**config.mk**
```make
export PLATFORM = sky130hd
export DESIGN_NAME = text_buffer_ctrl
export DESIGN_NICKNAME = d
export VERILOG_FILES = /design/src/rtl/text_buffer_ctrl.sv
export SDC_FILE = /design/constraint.sdc
export NUM_CORES = 2
export LEC_CHECK = 0
export CORE_UTILIZATION = 55
export CTS_CLUSTER_DIAMETER = 120
export DETAILED_ROUTE_END_ITERATION = 10
export HOLD_SLACK_MARGIN = 0.12
export PLACE_DENSITY = 0.71
export SETUP_SLACK_MARGIN = 0.5
export SYNTH_ARGS = -nofsm -noshare
export SYNTH_HDL_FRONTEND = slang
export SYNTH_SLANG_ARGS = --single-unit
```
**constraint.sdc**
```tcl
create_clock -name clk -period 16.6 [get_ports clk]
set_clock_uncertainty 0.05 [all_clocks]
set_input_delay 1.66 -clock clk [delete_from_list [all_inputs] [get_ports clk]]
set_output_delay 1.66 -clock clk [all_outputs]
set_load 0.01 [all_outputs]
```
**src/rtl/text_buffer_ctrl.sv**
```systemverilog
// text_buffer_ctrl: writable 16x16 character buffer for the VGA text box.
// Two game-logic requesters write single cells through a req/ack handshake
// under round-robin arbitration. A clear sequencer refills the whole screen
// after reset or on command. The renderer reads through a registered port
// with one cycle of latency.
//
// Handshake: a requester raises wr_req[i] with wr_addr/wr_code and holds all
// three stable until wr_ack[i] is seen high. The write lands on the clock edge
// that ends the grant cycle, and wr_ack[i] is high for exactly the following
// cycle. In that ack cycle requester i is not eligible, so a held request is
// never written twice. The requester then either drops wr_req[i] or presents
// new data. Dropping wr_req[i] before the ack withdraws the request and no
// write occurs.

package vga_pkg;
  localparam logic [6:0] Spc = 7'h20;
endpackage

module text_buffer_ctrl #(
  parameter logic [6:0] FILL_CODE   = vga_pkg::Spc,
  parameter logic [6:0] BORDER_CODE = 7'h0e
) (
  input  logic       clk,
  input  logic       rst,
  input  logic       clr_req,
  output logic       busy,
  input  logic [1:0] wr_req,
  input  logic [7:0] wr_addr0,
  input  logic [7:0] wr_addr1,
  input  logic [6:0] wr_code0,
  input  logic [6:0] wr_code1,
  output logic [1:0] wr_ack,
  input  logic [7:0] char_xy,
  output logic [6:0] char_code
);

  typedef enum logic {
    ST_CLEAR = 1'b0,
    ST_IDLE  = 1'b1
  } state_e;

  state_e     state_q;
  logic [7:0] clr_cnt_q;
  logic       last_grant_q;   // index of the requester granted most recently
  logic [1:0] wr_ack_q;
  logic       busy_q;
  logic [6:0] char_code_q;
  logic [6:0] mem_q [256];

  logic [1:0] eligible;
  logic [1:0] grant_d;
  logic       mem_we;
  logic [7:0] mem_waddr;
  logic [6:0] mem_wdata;

  assign busy      = busy_q;
  assign wr_ack    = wr_ack_q;
  assign char_code = char_code_q;

  // Round-robin grant: only in IDLE, and a clear request takes the cycle.
  always_comb begin
    eligible = wr_req & ~wr_ack_q;
    grant_d  = 2'b00;
    if (state_q == ST_IDLE && !clr_req) begin
      case (eligible)
        2'b01:   grant_d = 2'b01;
        2'b10:   grant_d = 2'b10;
        2'b11:   grant_d = last_grant_q ? 2'b01 : 2'b10;
        default: grant_d = 2'b00;
      endcase
    end
  end

  // Single memory write port, shared by the clear sweep and the granted requester.
  always_comb begin
    mem_we    = 1'b0;
    mem_waddr = clr_cnt_q;
    mem_wdata = FILL_CODE;
    if (!rst) begin
      if (state_q == ST_CLEAR) begin
        mem_we    = 1'b1;
        mem_waddr = clr_cnt_q;
        mem_wdata = (clr_cnt_q[7:4] == 4'hF) ? BORDER_CODE : FILL_CODE;
      end else if (grant_d[0]) begin
        mem_we    = 1'b1;
        mem_waddr = wr_addr0;
        mem_wdata = wr_code0;
      end else if (grant_d[1]) begin
        mem_we    = 1'b1;
        mem_waddr = wr_addr1;
        mem_wdata = wr_code1;
      end
    end
  end

  // Control FSM: clear sweep, idle arbitration, registered busy/ack outputs.
  always_ff @(posedge clk) begin
    if (rst) begin
      state_q      <= ST_CLEAR;
      clr_cnt_q    <= 8'd0;
      last_grant_q <= 1'b1;
      wr_ack_q     <= 2'b00;
      busy_q       <= 1'b1;
    end else begin
      wr_ack_q <= grant_d;
      case (state_q)
        ST_CLEAR: begin
          clr_cnt_q <= clr_cnt_q + 8'd1;
          if (clr_cnt_q == 8'hFF) begin
            state_q <= ST_IDLE;
            busy_q  <= 1'b0;
          end
        end
        ST_IDLE: begin
          if (clr_req) begin
            state_q   <= ST_CLEAR;
            clr_cnt_q <= 8'd0;
            busy_q    <= 1'b1;
          end else if (grant_d[0]) begin
            last_grant_q <= 1'b0;
          end else if (grant_d[1]) begin
            last_grant_q <= 1'b1;
          end
        end
        default: begin
          state_q   <= ST_CLEAR;
          clr_cnt_q <= 8'd0;
          busy_q    <= 1'b1;
        end
      endcase
    end
  end

  // Character storage; contents are initialised by the clear sweep, not by reset.
  always_ff @(posedge clk) begin
    if (mem_we) begin
      mem_q[mem_waddr] <= mem_wdata;
    end
  end

  // Registered renderer read; a same-edge write to the same cell returns old data.
  always_ff @(posedge clk) begin
    if (rst) begin
      char_code_q <= 7'h00;
    end else begin
      char_code_q <= mem_q[char_xy];
    end
  end

endmodule
```
======== Yosys cells after proc, flatten, opt, wreduce, memory -nomap -nowiden ========
Memory sizes are Yosys's and may differ from the RTL's. A register that Yosys moved wholly into a read port is not among the register bits.
Index checks and enable logic that the tools add are counted.
word-level totals
  logic and storage cells ................. 51
  output and inout bits ................... 10
  memories kept ........................... 1
  input port bits ......................... 43
  register bits ........................... 13
  RAM bits ................................ 1792
cells by class
  equal/unequal tests ..................... 7
  muxes and demuxes ....................... 28
  bitwise logic cells ..................... 4
  reductions and logical operators ........ 5
  $add $sub $neg .......................... 1
memories
  memory  words  bits a word  read ports  clocked after Yosys merged registers in  write ports  RTL line  text
  mem_q   256    7            1           1                                        1            48        logic [6:0] mem_q [256];
operators with widths
  operator                                                          count
  8-bit 2-to-1 mux                                                  5
  7-bit 2-to-1 mux                                                  4
  8-bit case mux with 2 select lines                                1
  1-bit 2-to-1 mux                                                  12
  8-bit by 1-bit adder with 8-bit output (second input constant)    1
  8-bit == test (second input constant)                             1
  6-bit 2-to-1 mux                                                  1
  2-bit case mux with 3 select lines                                1
  2-bit == test (second input constant)                             2
  4-bit == test (second input constant)                             1
  2-bit 2-to-1 mux                                                  2
  1-bit case mux with 2 select lines                                2
  3-bit AND reduction                                               1
  2-bit AND                                                         1
  2-bit by 1-bit == test with 1-bit output (second input constant)  1
  2-bit by 1-bit != test with 1-bit output (second input constant)  1
  2-bit != test (second input constant)                             1
  1-bit inverter                                                    2
  2-bit inverter                                                    1
  2-bit AND reduction                                               1
  2-bit nonzero test                                                1
  1-bit logical AND                                                 1
  1-bit logical NOT                                                 1

======== Logic depth before layout (Yosys ltp) ========
  depth in word-level cells ............... 11
  mapped depth ............................ 12

======== Least setup slack after synthesis ========
No wires, ideal clock.
  path type ............................... input-to-reg
  start ................................... input port clr_req
  end ..................................... memory mem_q[0][1], data pin
  library setup time ...................... 1.577 ns
  required time ........................... 14.973 ns
  stages .................................. 4
  buffers on the path ..................... 0
  arrival ................................. 9.339 ns
  path slack .............................. 5.633 ns
  path through ............................ nand2b_4 > nor3_1 > a22oi_1 > a21oi_1
on the way
  word-level cells in the longest chain between the ends .. 7
ends and longest elaborated chain
  element              RTL line  text
  start, declared      25        input logic clr_req,
  1-bit logical NOT *  64        if (state_q == ST_IDLE && !clr_req) begin
  1-bit logical AND *  64
  2-bit 2-to-1 mux *   64
  7-bit 2-to-1 mux     88        end else if (grant_d[1]) begin
  7-bit 2-to-1 mux *   84        end else if (grant_d[0]) begin
  7-bit 2-to-1 mux *   80        if (state_q == ST_CLEAR) begin
  7-bit 2-to-1 mux *   79        if (!rst) begin
  net mem_wdata[1]     54        logic [6:0] mem_wdata;
  end, declared        48
The timed path passes the listed nets; every way through them passes the cells marked *.

==> flow_metrics.tcl <==
set metrics [dict create \
    outcome "completed" \
    hold_path.class "reg -> reg" \
    initial_core_util 0.5548 \
    synth_top_family_by_area "multiplexers" \
    hold_buffers 0 \
    power_mw 9.247 \
    synth.ff_latch_count 1812 \
    path_class "in -> reg" \
    cts_sinks 1812 \
    finalSetupViolCount 0 \
    cts_tree "yes" \
    wl_per_cell_um 32.48 \
    cts_resized 0 \
    netlist.area_leader.share 0.7491 \
    synth_area_sq_um 71840 \
    maxSlewHeadroom 0.1203 \
    syn_nets 3734 \
    slew_viol_final 0 \
    finalHoldViolCount 0 \
    hold_slack_ns 0.4424 \
    yosysTopAreaCell "edfxtp_1" \
    post_cts_buffers 0 \
    root_buffer "clkbuf_16" \
    syn2layout_area_growth_pct 10.26 \
    synth_compound_area_frac 0.04224 \
    clk_pin_slew_ns 0.06 \
    finalSetupTns_ns 0 \
    vias 37690 \
    synthMuxAreaShare 0.1388 \
    synthCells 3690 \
    cap_violations 0 \
    yosys_warnings 0 \
    required_ns 17.26 \
    coreArea_sq_um 129500 \
    tightest_slew_ns 1.306 \
    ant_nets 0 \
    synth_edf_count 1792 \
    rsz0062_at_grt "false" \
    synthTopCellsByArea "edfxtp_1 (75%), mux4_2 (9.5%), mux2i_1 (4.1%), nor2_1 (1.7%), o22ai_1 (0.83%)" \
    post_synth_num_cell_types 81 \
    leakagePower_nw 26.81 \
    clockBufferDepth 3 \
    fmax_ghz 0.1723 \
    vias_per_cell 6.670 \
    final_nets 3803 \
    final_util 0.6117 \
    finalCritPeriodShare 0.3495 \
    synth-adder-area-share 0.0001742 \
    synth-simple-area-share 0.04142 \
    gp_routability_congestion 0.8716 \
    synthXorXnorAreaFrac 0.0002438 \
    met2_length_um 85330 \
    p_per_area_nw_per_um2 116.7 \
    routed_wl_um 183500 \
    worstPathArrival_ns 6.46 \
    die_h_um 363.4 \
    io_buffers 52 \
    ios 53 \
    irDropWorstVdd_mv 0.1011 \
    dr_wl_met3_um 20830 \
    synth_ff_type "edfxtp_1" \
    route.detailed.drc 0 \
    layout-drive-gt1-share 0.1836 \
    cp-start-kind "input pin" \
    grt_pass1_vias 37000 \
    wl_met1_um 70910 \
    syn_area_per_cell_sq_um 19.47 \
    seq_area_frac_synth 0.7547 \
    drt-initial-drc-count 5561 \
    grt_pass1_wl_um 262900 \
    antenna_found_initial 5 \
    top_layer "met5" \
    grt.overflow.total 0 \
    synth_most_common_cell "edfxtp_1" \
    fin_crit_ns 5.802 \
    synth_common_cells "edfxtp_1 (1792), nor2_1 (324), mux4_2 (304)" \
    drt_first_pass_iters 6 \
    cts_buffers 174 \
    hpwl_um 112600 \
    synthArstFlopShare 0 \
    die_x_um 363.4 \
    std_cell_rows 132 \
    cp_max_fo 77 \
    clock_latency_ns 0.80 \
    cts_htree_levels 4 \
    globalRouteTotalUtil 0.2802 \
    worst_setup_path_end_kind "flop" \
    die_area_sq_um 132100 \
    grt_max_degree 257 \
]
[sequential cells by signal (all words and copies together), names as in the netlist]
register and count:
wr_ack 2, mem_q 1792, state_q 1, clr_cnt_q 8, busy 1, char_code 7
last_grant_q 1
[cells in the final DEF (no fill, tap or decap), types with 5 or more instances in the layout]
master           count
a2111oi_0           10
a211oi_1            40
a21oi_1             57
a22oi_1             46
a2bb2oi_2            5
and2_1               7
buf_4               61
bufinv_16           16
clkbuf_1            37
clkbuf_16          181
clkbuf_8             8
clkdlybuf4s50_1     48
clkinv_1            32
clkinv_2            42
dfxtp_1             20
edfxtp_1          1792
inv_6                7
mux2i_1            292
mux4_1               6
mux4_2             304
nand2_1             89
nand2_2             20
nand2_4             13
nand2b_1             5
nand3_1             25
nand4_1             16
nor2_1             319
nor2_4              11
nor3_1              40
nor4_1              18
o21ai_0             40
o221ai_1            59
o22ai_1             95
o2bb2ai_2            5
o31ai_1              8
o32ai_1              5
o41ai_1              7
or3_1               10
or4_1                5
[metrics by stage]
step | cell area, sq um | cells | worst slack, ns
global route | 79200 | 5647 | 10.42
CTS | 79200 | 5647 | 10.83
global placement | 73550 | 5325 | 10.03
finish | 79200 | 5650 | 10.80
detailed placement | 73550 | 5325 | 10.01
floorplan | 71840 | 3690 | 5.633
[area by class of cell]
class | instances | area, sq um
inverter | 3 | 12.51
clock buffer | 226 | 4778
multi-input combinational | 1653 | 16110
sequential | 1812 | 54210
antenna | 3 | 7.507
clock inverter | 96 | 867.1
fill | 9085 | 50280
timing repair buffer | 115 | 1033
tap | 1742 | 2180
[power by group]
group | internal, mW | switching [mW] | total [mW] | leakage [nW]
Sequential | 4.95 | 0.00753 | 4.96 | 18.2
Combinational | 0.121 | 0.220 | 0.341 | 5.82
Clock | 2.27 | 1.67 | 3.94 | 2.80
[critical path, cell delays in order]
cell	delay (ns)
buf_8	0.51
buf_4	0.86
buf_4	0.89
mux2i_1	0.19
nor2_1	0.17
o41ai_1	0.11
or4_1	0.65
a311oi_1	0.92
o2bb2ai_1	0.22
[worst paths after layout]
check | from | to | slack, ns | cells past startpoint
setup / recovery | char_xy[0] | char_code[5] | 10.80 | 9
hold / removal | last_grant_q | last_grant_q | 0.44 | 1
hold reg to reg | last_grant_q | last_grant_q | 0.44 | 1
setup reg to reg | state_q | mem_q[191][4] | 11.69 | 6
[cell families after synthesis]
logic type	Yosys count
compound gates	421
simple gates	623
flops	1812
xor+xnor	2
fa+ha+maj	1
buf+inv	225
mux	606
[routing by layer]
metal	GRT usage	vias up
met2	0.4262	2260
met5	0	-
li1	-	15330
met4	0.09779	2
met3	0.06773	378
met1	0.3997	19710
Note: power is estimated with default switching activity, not from simulation.
